<file path="src/rtl/spi_hsk_pkg.sv">
// Shared types, defaults and parameter checks for the APB/SPI handshake synchroniser.
// SPI_HSK_TIMEOUT_EN enables the per-channel wait timeout.
package spi_hsk_pkg;

    typedef enum logic [2:0] {
        IDLE,
        REQ,
        REL,
        DONE,
        ERR
    } hsk_state_t;

    localparam int DEF_NCH         = 4;
    localparam int DEF_SYNC_STAGES = 2;
    localparam int DEF_TIMEOUT     = 255;

`ifdef SPI_HSK_TIMEOUT_EN
    localparam bit TIMEOUT_EN = 1'b1;
`else
    localparam bit TIMEOUT_EN = 1'b0;
`endif

    function automatic bit sync_ok(int ss);
        return ss >= 2;
    endfunction

    // A timeout shorter than one full loopback round trip would abort good handshakes.
    function automatic bit timeout_ok(int ss, int to, bit en);
        return !en || (to >= 2 * ss + 4);
    endfunction

endpackage

</file>
<file path="src/rtl/spi_hsk_sync_mc_if.sv">
// Per-channel request/acknowledge bundle between APB side, synchroniser and SPI engine.
// Bit i of every vector belongs to channel i.
interface spi_hsk_sync_mc_if #(
    parameter int NCH = 4
);
    logic [NCH-1:0] penable;
    logic [NCH-1:0] pready;
    logic [NCH-1:0] perror;
    logic [NCH-1:0] busy;
    logic [NCH-1:0] spi_enable;
    logic [NCH-1:0] spi_ready;

    modport master (
        output penable,
        output spi_ready,
        input  pready,
        input  perror,
        input  busy,
        input  spi_enable
    );

    modport slave (
        input  penable,
        input  spi_ready,
        output pready,
        output perror,
        output busy,
        output spi_enable
    );
endinterface

</file>
<file path="src/rtl/spi_hsk_chan.sv">
// One four-phase handshake channel: spi_ready synchroniser, FSM, optional wait timeout.
// SPI_HSK_TIMEOUT_EN adds the counter, the ERR state and perror.
module spi_hsk_chan
    import spi_hsk_pkg::*;
#(
    parameter int SYNC_STAGES = DEF_SYNC_STAGES
`ifdef SPI_HSK_TIMEOUT_EN
    ,
    parameter int TIMEOUT = DEF_TIMEOUT
`endif
) (
    input  logic pclk,
    input  logic preset,
    input  logic penable,
    input  logic spi_ready,
    output logic pready,
    output logic perror,
    output logic busy,
    output logic spi_enable
);

    logic [SYNC_STAGES-1:0] sync;
    logic                   ack_s;
    logic                   expired;
    hsk_state_t             state;
    hsk_state_t             nxt;

    always_ff @(posedge pclk) begin
        if (preset) sync <= '0;
        else        sync <= {sync[SYNC_STAGES-2:0], spi_ready};
    end

    assign ack_s = sync[SYNC_STAGES-1];

`ifdef SPI_HSK_TIMEOUT_EN
    localparam int CW = $clog2(TIMEOUT + 1);

    logic [CW-1:0] cnt;

    // Restarts on every state change, so each wait phase gets its own budget.
    always_ff @(posedge pclk) begin
        if (preset)                      cnt <= '0;
        else if (nxt != state)           cnt <= '0;
        else if (state inside {REQ, REL}) cnt <= cnt + 1'b1;
    end

    assign expired = (cnt == CW'(TIMEOUT));
`else
    assign expired = 1'b0;
`endif

    always_comb begin
        nxt = state;
        unique case (state)
            IDLE: if (penable && !ack_s) nxt = REQ;
            REQ: begin
                if (expired)    nxt = ERR;
                else if (ack_s) nxt = REL;
            end
            REL: begin
                if (expired)     nxt = ERR;
                else if (!ack_s) nxt = DONE;
            end
            DONE:    nxt = IDLE;
            default: nxt = IDLE;
        endcase
    end

    always_ff @(posedge pclk) begin
        if (preset) begin
            state      <= IDLE;
            spi_enable <= 1'b0;
            pready     <= 1'b0;
            busy       <= 1'b0;
        end else begin
            state      <= nxt;
            spi_enable <= (nxt == REQ);
            pready     <= (nxt == DONE) || (nxt == ERR);
            busy       <= (nxt != IDLE);
        end
    end

`ifdef SPI_HSK_TIMEOUT_EN
    always_ff @(posedge pclk) begin
        if (preset) perror <= 1'b0;
        else        perror <= (nxt == ERR);
    end
`else
    assign perror = 1'b0;
`endif

endmodule

</file>
<file path="src/rtl/spi_hsk_sync_mc.sv">
// NCH independent APB/SPI four-phase handshake synchronisers in the pclk domain.
// SPI_HSK_TIMEOUT_EN enables per-channel timeout aborts reported on perror.
module spi_hsk_sync_mc
    import spi_hsk_pkg::*;
#(
    parameter int NCH         = DEF_NCH,
    parameter int SYNC_STAGES = DEF_SYNC_STAGES,
    parameter int TIMEOUT     = DEF_TIMEOUT
) (
    input logic            pclk,
    input logic            preset,
    spi_hsk_sync_mc_if.slave hsk
);

    if (NCH < 1) begin : g_bad_nch
        $error("spi_hsk_sync_mc: NCH must be at least 1");
    end

    if (!sync_ok(SYNC_STAGES)) begin : g_bad_sync
        $error("spi_hsk_sync_mc: SYNC_STAGES must be at least 2");
    end

    if (!timeout_ok(SYNC_STAGES, TIMEOUT, TIMEOUT_EN)) begin : g_bad_to
        $error("spi_hsk_sync_mc: TIMEOUT must be at least 2*SYNC_STAGES+4");
    end

    for (genvar i = 0; i < NCH; i++) begin : g_ch
        spi_hsk_chan #(
            .SYNC_STAGES(SYNC_STAGES)
`ifdef SPI_HSK_TIMEOUT_EN
            ,
            .TIMEOUT(TIMEOUT)
`endif
        ) u_chan (
            .pclk      (pclk),
            .preset    (preset),
            .penable   (hsk.penable[i]),
            .spi_ready (hsk.spi_ready[i]),
            .pready    (hsk.pready[i]),
            .perror    (hsk.perror[i]),
            .busy      (hsk.busy[i]),
            .spi_enable(hsk.spi_enable[i])
        );
    end

endmodule
</file>
<file path="src/flat_wrapper.sv">
// flat-port wrapper written by rule: the top's interface ports become plain ports
module spi_hsk_sync_mc_flat import spi_hsk_pkg::*;
#(
    parameter int NCH         = DEF_NCH,
    parameter int SYNC_STAGES = DEF_SYNC_STAGES,
    parameter int TIMEOUT     = DEF_TIMEOUT
)
  (pclk, preset, hsk_penable, hsk_spi_ready, hsk_pready, hsk_perror, hsk_busy, hsk_spi_enable);
  spi_hsk_sync_mc_if #(.NCH(NCH)) hsk_i ();
  input logic pclk;
  input logic preset;
  input wire logic [$bits(hsk_i.penable)-1:0] hsk_penable;
  input wire logic [$bits(hsk_i.spi_ready)-1:0] hsk_spi_ready;
  output wire logic [$bits(hsk_i.pready)-1:0] hsk_pready;
  output wire logic [$bits(hsk_i.perror)-1:0] hsk_perror;
  output wire logic [$bits(hsk_i.busy)-1:0] hsk_busy;
  output wire logic [$bits(hsk_i.spi_enable)-1:0] hsk_spi_enable;
  assign hsk_i.penable = hsk_penable;
  assign hsk_i.spi_ready = hsk_spi_ready;
  assign hsk_pready = hsk_i.pready;
  assign hsk_perror = hsk_i.perror;
  assign hsk_busy = hsk_i.busy;
  assign hsk_spi_enable = hsk_i.spi_enable;
  spi_hsk_sync_mc #(.NCH(NCH), .SYNC_STAGES(SYNC_STAGES), .TIMEOUT(TIMEOUT)) u_core (.pclk(pclk), .preset(preset), .hsk(hsk_i));
endmodule
</file>
<file path="config.mk">
export PLATFORM = sky130hd
export DESIGN_NAME = spi_hsk_sync_mc_flat
export DESIGN_NICKNAME = d
export VERILOG_FILES = /design/src/rtl/spi_hsk_pkg.sv /design/src/rtl/spi_hsk_sync_mc_if.sv /design/src/rtl/spi_hsk_chan.sv /design/src/rtl/spi_hsk_sync_mc.sv /design/src/flat_wrapper.sv
export SDC_FILE = /design/constraint.sdc
export NUM_CORES = 1
export LEC_CHECK = 0
export BUFFER_PORTS_ARGS = -buffer_cell sky130_fd_sc_hd__buf_2
export CORE_UTILIZATION = 51
export DETAILED_ROUTE_END_ITERATION = 6
export GPL_ROUTABILITY_DRIVEN = 0
export MAX_ROUTING_LAYER = met4
export PLACE_DENSITY = 0.76
export SYNTH_ARGS = -nofsm -noshare
export SYNTH_HDL_FRONTEND = slang
export SYNTH_SLANG_ARGS = --single-unit
</file>
<file path="constraint.sdc">
create_clock -name pclk -period 1.2 [get_ports pclk]
set_clock_uncertainty 0.15 [all_clocks]
set_input_delay 0 -clock pclk [delete_from_list [all_inputs] [get_ports pclk]]
set_output_delay 0 -clock pclk [all_outputs]
set_load 0.005 [all_outputs]
</file>
Word-level counts from Yosys, hierarchy flattened
Cells that the tools add are included.

Bits in read-only memories: 0. Memories: 0. Word-level logic and storage cells: 76. Output and inout port bits: 16. Memory bits (writable): 0. Register bits: 32. Latch bits: 0.

Order comparisons: 0. Shifts and indexed selects: 0. Bitwise operators: 0. Reduce and logical (&&, ||, !) cells: 20. Eq/ne operators: 20. Div/mod/pow operators: 0. $mul: 0. $add $sub $neg: 0. Mux-type cells: 16.

Operators by type and width (number): 3-bit 2-to-1 mux (12); 3-bit case mux with 3 select lines (4); 3-bit by 1-bit equality test with 1-bit output (second input constant) (8); 3-bit by 2-bit equality test with 1-bit output (second input constant) (8); 3-bit equality test (second input constant) (4); 3-bit logical NOT (4); 3-bit nonzero test (4); 1-bit logical AND (4); 1-bit logical NOT (4); 1-bit logical OR (4).

Longest topological paths before layout
Gate-level depths: netlist of run 1.

Depth after elaboration: 6. Gate-level depth with buffers: 3. Mapped depth without buffers: 2.

By module
A second synthesis of run 1 with hierarchy kept.

Cells, all modules: 92. Area total of the unflattened synthesis: 1091.0 µm².

By module, submodules not included: spi_hsk_chan (cells each 23, instances 4, area each 272.8 µm²).

Worst setup path before layout of run 1
Ideal clock, no wire load.

Path type: flip-flop to flip-flop. Start point: register u_core.g_ch[0].u_chan.sync[1]. End point: register u_core.g_ch[0].u_chan.state[0]. Cell stages (with the launch flop): 3. Slack: 0.100 ns. Setup time: 0.079 ns. Arrival: 0.871 ns. Path through: dfxtp_1 -> or3_1 -> a211oi_2.

Cells in the longest elaborated chain, start to end: 4.

RTL lines: from (decl) (line spi_hsk_chan.sv:22) `logic [SYNC_STAGES-1:0] sync;`; from (signal assigned) (line spi_hsk_chan.sv:30) `else sync <= {sync[SYNC_STAGES-2:0], spi_ready};`; 1-bit logical NOT; 1-bit logical AND (line spi_hsk_chan.sv:55) `IDLE: if (penable && !ack_s) nxt = REQ;`; 3-bit 2-to-1 mux (line spi_hsk_chan.sv:55); 3-bit case mux with 3 select lines (*) (line spi_hsk_chan.sv:54) `unique case (state)`; to (signal assigned) (line spi_hsk_chan.sv:76) `state <= nxt;`; to (decl) (line spi_hsk_chan.sv:25) `hsk_state_t state;`.

Mark *: on every way between the ends. The rest lies on a longest branch, timed or not. A chain may end at the register's enable or synchronous reset.

Worst setup path in the final report of run 1
Same ends and word-level chain as after synthesis.

==> flow_metrics.tcl, run 1 <==
set metrics [dict create \
    run_status "complete, but fails checks" \
    violations "negative hold slack" \
    synth-edff-count 0 \
    core_um2 2060 \
    crit_arrival_ps 1260 \
    timing.final.crit_period_ps 1170 \
    clk_pin_slew_worst_paths_ps 90 \
    num_antenna_cells 0 \
    grt_usage_pct 17.8 \
    yosysSeqAreaShare_pct 54.9 \
    clockRootBuffer "clkbuf_4" \
    min_path_type "primary input to flop" \
    placed_cells 144 \
    setup_tns_ps 0 \
    drtPass1Iterations 3 \
    end_kind "flop" \
    synthTopCellsByArea "dfxtp_1 (55%), buf_4 (10%), nor2b_1 (6.4%)" \
    cts_tree "built" \
    fmaxAchievable_ghz 0.854 \
    setup.worst_path.start_class "flop" \
    drt.antenna.violating_nets 0 \
    holdBufCountCts 9 \
    crit_type "flop to flop" \
    io_pins 26 \
    grt_start_max_net_pins 12 \
    cts_buffer_depth 2 \
    synthesis.area_um2 1170 \
    area.growth.synth_to_final_pct 18.6 \
    finalWorstSetupSlack_ps 29.3 \
    overflow 0 \
    synth_top_area_share_pct 54.9 \
    h-tree-depth 2 \
    slew_violations 0 \
    avgRoutedWirePerCell_um 11.2 \
    post-route-period-util_pct 97.6 \
    start_util_pct 56.6 \
    multiInputGateArea_um2 439 \
    cap_violations 0 \
    cts_buffers 5 \
    setup_viol 0 \
    rsz0062_at_grt "true" \
    drt_iter0_markers 5 \
    dpl.hpwl_mm 1.13 \
    ys_warn_count 0 \
    rows 16 \
    drive_above_1_share_pct 26.1 \
    ys_ff_latch 32 \
    min_to "u_core.g_ch[3].u_chan.state[0]$_SDFF_PP0_" \
    routed_wirelength_mm 1.80 \
    timing.hold.ws_ps -5.42 \
    fin_util_pct 67.1 \
    via_count 784 \
    r2r_end "u_core.g_ch[0].u_chan.state[0]$_SDFF_PP0_" \
    leakage_nw 0.554 \
    drc_errors 0 \
    yosys_most_used_dff "dfxtp_1" \
    hold_path_depth 3 \
    fp.dieW_um 49.8 \
    nNetsFinal 143 \
    synth.distinct_cells 19 \
    layout_common_cells "dfxtp_1 (32), buf_2 (21), nor2b_1 (12)" \
    grt_pass1_vias 722 \
    hold_viol 2 \
    place_ws_ps 32.8 \
    required_ps 1290 \
    power.density_nw_per_um2 1360 \
    r2r.worst_path.cells 2 \
    final_common_cell "dfxtp_1" \
    hold_path_startpoint "preset" \
    routed_via_density 4.87 \
    insertion_delay_ps 320 \
    seqCellArea_um2 641 \
    portBuffers 21 \
    die_h_um 49.8 \
    die_area_um2 2480 \
    synthCells 105 \
    cts.sinks 32 \
    async_reset_ff_share_pct 0 \
    vdd_drop_max_uv 937 \
    cp_max_fo 4 \
    r2r_start "u_core.g_ch[0].u_chan.sync[1]$_SDFF_PP0_" \
    fillers 166 \
    crit_path_start "u_core.g_ch[0].u_chan.sync[1]$_SDFF_PP0_" \
    antenna_found_initial 0 \
    synth.largest_area_cell "dfxtp_1" \
    grt_pass1_wl_mm 3.03 \
    stdcell_count 161 \
    avgSynthCellArea_um2 11.1 \
    reg2reg_slack_ps 30 \
]
how the worst max path moves through the flow:
stage | to | slack, ps | cells past startpoint
finish | u_core.g_ch[0].u_chan.state[0]$_SDFF_PP0_ | 30 | 2
global route | u_core.g_ch[0].u_chan.state[0]$_SDFF_PP0_ | 0.6 | 2
CTS | u_core.g_ch[0].u_chan.state[0]$_SDFF_PP0_ | 30 | 2
detailed placement | u_core.g_ch[0].u_chan.state[0]$_SDFF_PP0_ | 30 | 2
global placement | u_core.g_ch[0].u_chan.state[0]$_SDFF_PP0_ | 90 | 2
floorplan | u_core.g_ch[0].u_chan.state[0]$_SDFF_PP0_ | 100 | 2
power breakdown:
group          switching [mW]  internal [mW]  leakage, nW  total, mW
Clock                   0.322          0.289       0.0326      0.611
Combinational          0.0567         0.0811        0.259      0.138
Sequential             0.0316           1.10        0.263       1.13
critical path: stages (launching register included):
cell	delay, ps
dfxtp_1	340
or3_1	410
a211oi_2	200
metal layers:
metal	GRT usage (%)	up-vias	wire length (µm)
li1	-	412	-
met1	17.4	343	806
met2	28.6	25	867
met5	-	-	0
met3	9.57	4	91
met4	8.57	0	31
state kept, by name (all words and copies together) (netlist names):
| signal | count |
|---|---|
| u_core.g_ch.u_chan.state | 12 |
| u_core.g_ch.u_chan.sync | 8 |
| u_core.g_ch.u_chan.busy | 4 |
| u_core.g_ch.u_chan.pready | 4 |
| u_core.g_ch.u_chan.spi_enable | 4 |
layout make-up:
class	count	area share [%]
clock buffers	8	4.25
multi-input cells	62	31.8
flip-flops and latches	32	46.3
well taps	27	2.44
repair buffers	32	15.2
repair_timing:
action                     4_1_cts  5_1_grt
gates resized for setup          0        2
setup buffers                    0        0
hold endpoints to repair        23        2
setup endpoints to repair        0        2
kinds of logic after synthesis:
group / count (synthesis) / share of synthesized area [%]
other: 1 / 0.322
buffers and inverters: 18 / 11.2
AND/OR/NAND/NOR: 33 / 17.6
flip-flops: 32 / 54.9
AO/OA/AOI/OAI: 21 / 16.0
cells in the mapped netlist (2+ instances only):
master / count
o21a_1: 3
a211oi_2: 2
nor2_1: 3
o31a_1: 5
dfxtp_1: 32
buf_4: 16
nand3b_1: 4
nor2b_1: 12
buf_2: 2
nand2b_1: 4
nor4_1: 5
a211oi_1: 8
nor3_1: 3
through the flow:
stage / power, mW / instance area (µm²)
after floorplan: 1.24 / 1190
after global placement: 1.26 / 1220
after detailed placement: 1.27 / 1220
after CTS: 1.89 / 1370
after global routing: 1.98 / 1380
final: 1.88 / 1380
Note: power is estimated with default switching activity, not from simulation.
==> inputs of run 2 (changes only) <==
Settings changed: ABC_AREA set to 1, CORE_UTILIZATION 51 to 52, PLACE_DENSITY 0.76 to 0.77.
==> run 2 against run 1 <==
Compared with the run above:
- the flow now finishes without violations
- critical endpoint is now u_core.g_ch[3].u_chan.sync[0]$_SDFF_PP0_
- sequential power barely moved
- final cell count rose by 20%
- combinational power increased by 5%
- cell area rose by 3.8%
- clock power increased by 9.0%
- non-clock buffer count rose by 1
- sequential cell count is the same
- first-iteration DRC count grew to 3.2 times the previous value
- clock-buffer cell count is 1 lower
==> flow_metrics.tcl, run 2 <==
set metrics [dict create \
    dpl.hpwl_mm 1.20 \
    switchingPower_mw 0.427 \
    cp_max_fo 1 \
    hold_viol 0 \
    synth.distinct_cells 18 \
    regMostFlops "u_core.g_ch.u_chan.state" \
    start_util_pct 55.2 \
    synth_common_cells "dfxtp_1 (32), inv_1 (24), nand2_1 (18), nor2_1 (18), buf_4 (16)" \
    pwr-share-comb_pct 7.5 \
    cts_resized 0 \
    cap_violations 0 \
    slew_violations 0 \
    cts_buffers 5 \
    leakage_nw 0.793 \
    rows 17 \
    power.density_nw_per_um2 1350 \
    avgRoutedWirePerCell_um 9.25 \
    yosysSeqAreaShare_pct 53.0 \
    crit_path_frequent_cell "dlygate4sd3_1" \
    r2r_end "u_core.g_ch[3].u_chan.busy$_SDFF_PP0_" \
    setup.worst_path.start_class "primary input" \
    crit_type "primary input to flop" \
    ys_warn_count 0 \
    area.growth.synth_to_final_pct 18.7 \
    seqPwrFrac_pct 58.1 \
    routed_via_density 4.21 \
    fillers 184 \
    synthTopCellsByArea "dfxtp_1 (53%), buf_4 (9.9%), inv_1 (7.5%)" \
    nNetsFinal 175 \
    fp.dieW_um 50.2 \
    via_count 813 \
    setup_tns_ps 0 \
    crit_arrival_ps 1250 \
    crit_cells 5 \
    grt_usage_pct 17.9 \
    cp_cell_sequence "dlygate4sd3_1 > buf_2 > inv_1 > nor2_1 > dlygate4sd3_1" \
    h-tree-depth 2 \
    finalInstanceArea_um2 1440 \
    io_pins 26 \
    placed_cells 174 \
    drt_iter0_markers 16 \
    die_area_um2 2520 \
    synthesis.area_um2 1210 \
    multiInputGateArea_um2 379 \
    end_kind "flop" \
    max_stage_delay_ps 540 \
    dpl_cell_area_um2 1250 \
    worst-path-buf-inv 4 \
    reg2reg_slack_ps 140 \
    largest_reg_flops 12 \
    synthCells 135 \
    min_path_type "flop to flop" \
    swShare_pct 22.0 \
    grt_pass1_vias 755 \
    drive_above_1_share_pct 28.5 \
    portBuffers 21 \
    crit_path_start "hsk_spi_ready[3]" \
    setup_viol 0 \
    seqCellArea_um2 641 \
    synth_top_area_share_pct 53.0 \
    cp_slowest_cell "dlygate4sd3_1" \
    clockRootBuffer "clkbuf_4" \
    p_total_mw 1.94 \
    cp_top_family "buffers and inverters" \
    avgSynthCellArea_um2 8.95 \
    rsz0062_at_grt "false" \
    p_clk_share_pct 34.4 \
    final_common_cell "dfxtp_1" \
    ys_ff_latch 32 \
    grt_pass1_wl_mm 3.02 \
    cts_buffer_depth 2 \
    yosys_most_used_dff "dfxtp_1" \
    die_h_um 50.2 \
    clk_pin_slew_worst_paths_ps 90 \
    crit_end "u_core.g_ch[3].u_chan.sync[0]$_SDFF_PP0_" \
    timing.final.crit_period_ps 1170 \
    r2r_start "u_core.g_ch[3].u_chan.state[1]$_SDFF_PP0_" \
    run_status "finished clean" \
    p_int_mw 1.51 \
    drc_errors 0 \
    stdcell_count 193 \
    synth-edff-count 0 \
    drtPass1Iterations 4 \
    required_ps 1280 \
    cts_tree "built" \
    reg.largest.list "u_core.g_ch.u_chan.state (12), u_core.g_ch.u_chan.sync (8)" \
    timing.hold.ws_ps 256 \
    overflow 0 \
    num_antenna_cells 0 \
    grt_start_max_net_pins 10 \
    fmaxAchievable_ghz 0.855 \
    synth.most_common_cell "dfxtp_1" \
    cts.sinks 32 \
    routed_wirelength_mm 1.79 \
    async_reset_ff_share_pct 0 \
    drt.antenna.violating_nets 0 \
    synth.largest_area_cell "dfxtp_1" \
    insertion_delay_ps 330 \
    core_um2 2190 \
    vdd_drop_max_uv 958 \
    layout_common_cells "dfxtp_1 (32), inv_1 (24), buf_2 (21)" \
    post-route-period-util_pct 97.4 \
    antenna_found_initial 0 \
    r2r.worst_path.cells 5 \
]
run 2: cell count changes after synthesis, sizes merged, moves of 5 or more:
| cell | previous run | this run |
|---|---|---|
| inv | 0 | 24 |
| nand2 | 0 | 24 |
| nor2 | 3 | 22 |
| nor2b | 12 | 0 |
| a211oi | 10 | 2 |
| nand3 | 0 | 7 |
| o31a | 6 | 0 |
| nor4 | 5 | 0 |
run 2: worst min-delay path by stage:
| stage | from | endpoint | cells past startpoint |
|---|---|---|---|
| 2_1_floorplan | hsk_spi_ready[0] | u_core.g_ch[0].u_chan.sync[0]$_SDFF_PP0_ | 2 |
| 3_3_place_gp | hsk_spi_ready[2] | u_core.g_ch[2].u_chan.sync[0]$_SDFF_PP0_ | 3 |
| 3_5_place_dp | hsk_spi_ready[0] | u_core.g_ch[0].u_chan.sync[0]$_SDFF_PP0_ | 3 |
| 4_1_cts | u_core.g_ch[3].u_chan.sync[0]$_SDFF_PP0_ | u_core.g_ch[3].u_chan.sync[1]$_SDFF_PP0_ | 2 |
| 5_1_grt | u_core.g_ch[2].u_chan.sync[0]$_SDFF_PP0_ | u_core.g_ch[2].u_chan.sync[1]$_SDFF_PP0_ | 2 |
| 6_report | u_core.g_ch[3].u_chan.sync[0]$_SDFF_PP0_ | u_core.g_ch[3].u_chan.sync[1]$_SDFF_PP0_ | 2 |
run 2: worst register-to-register path: cells and delay by family, from the launching register on:
family / cells / cell delay (ps)
and+or+nand+nor: 5 / 370
DFF: 1 / 430
run 2: logic make-up after synthesis:
logic type / share of synthesized area [%]
compound gates: 3.62
buf+inv: 17.8
flops: 53.0
other cells: 0.310
simple gates: 25.3
run 2: metrics by stage:
| stage | utilization [%] | setup slack (ps) |
|---|---|---|
| floorplan | - | 233 |
| global placement | 57.1 | 204 |
| detailed placement | 57.1 | 160 |
| CTS | 66.4 | 33.1 |
| global route | 65.5 | 5.46 |
| finish | 65.5 | 30.7 |
run 2: power by group through the flow:
stage	sequential (mW)	combinational, mW	clock [mW]
final	1.13	0.145	0.666
after detailed placement	1.15	0.114	0
after global placement	1.15	0.109	0
after CTS	1.13	0.150	0.692
after floorplan	1.15	0.103	0
after global routing	1.13	0.166	0.734
run 2: area by class of cell:
class / instances / area share [%]
Clock buffer: 7 / 4.53
Inverter: 24 / 6.28
Multi-Input combinational cell: 69 / 26.4
Sequential cell: 32 / 44.6
Tap cell: 28 / 2.44
Timing Repair Buffer: 33 / 15.7
run 2: routing by layer:
metal  track usage (%)  routed length (µm)  vias up
met3              9.09                 105        8
met5                 -                   0        -
li1                  -                   -      435
met2              28.4                 887       22
met1              17.1                 748      348
met4              11.4                  45        0
run 2: timing repair:
action | 4_1_cts | 5_1_grt
setup endpoints to repair | 0 | 3
endpoints found under the hold margin | 24 | 3
hold buffers | 14 | 1
setup buffers | 0 | 0
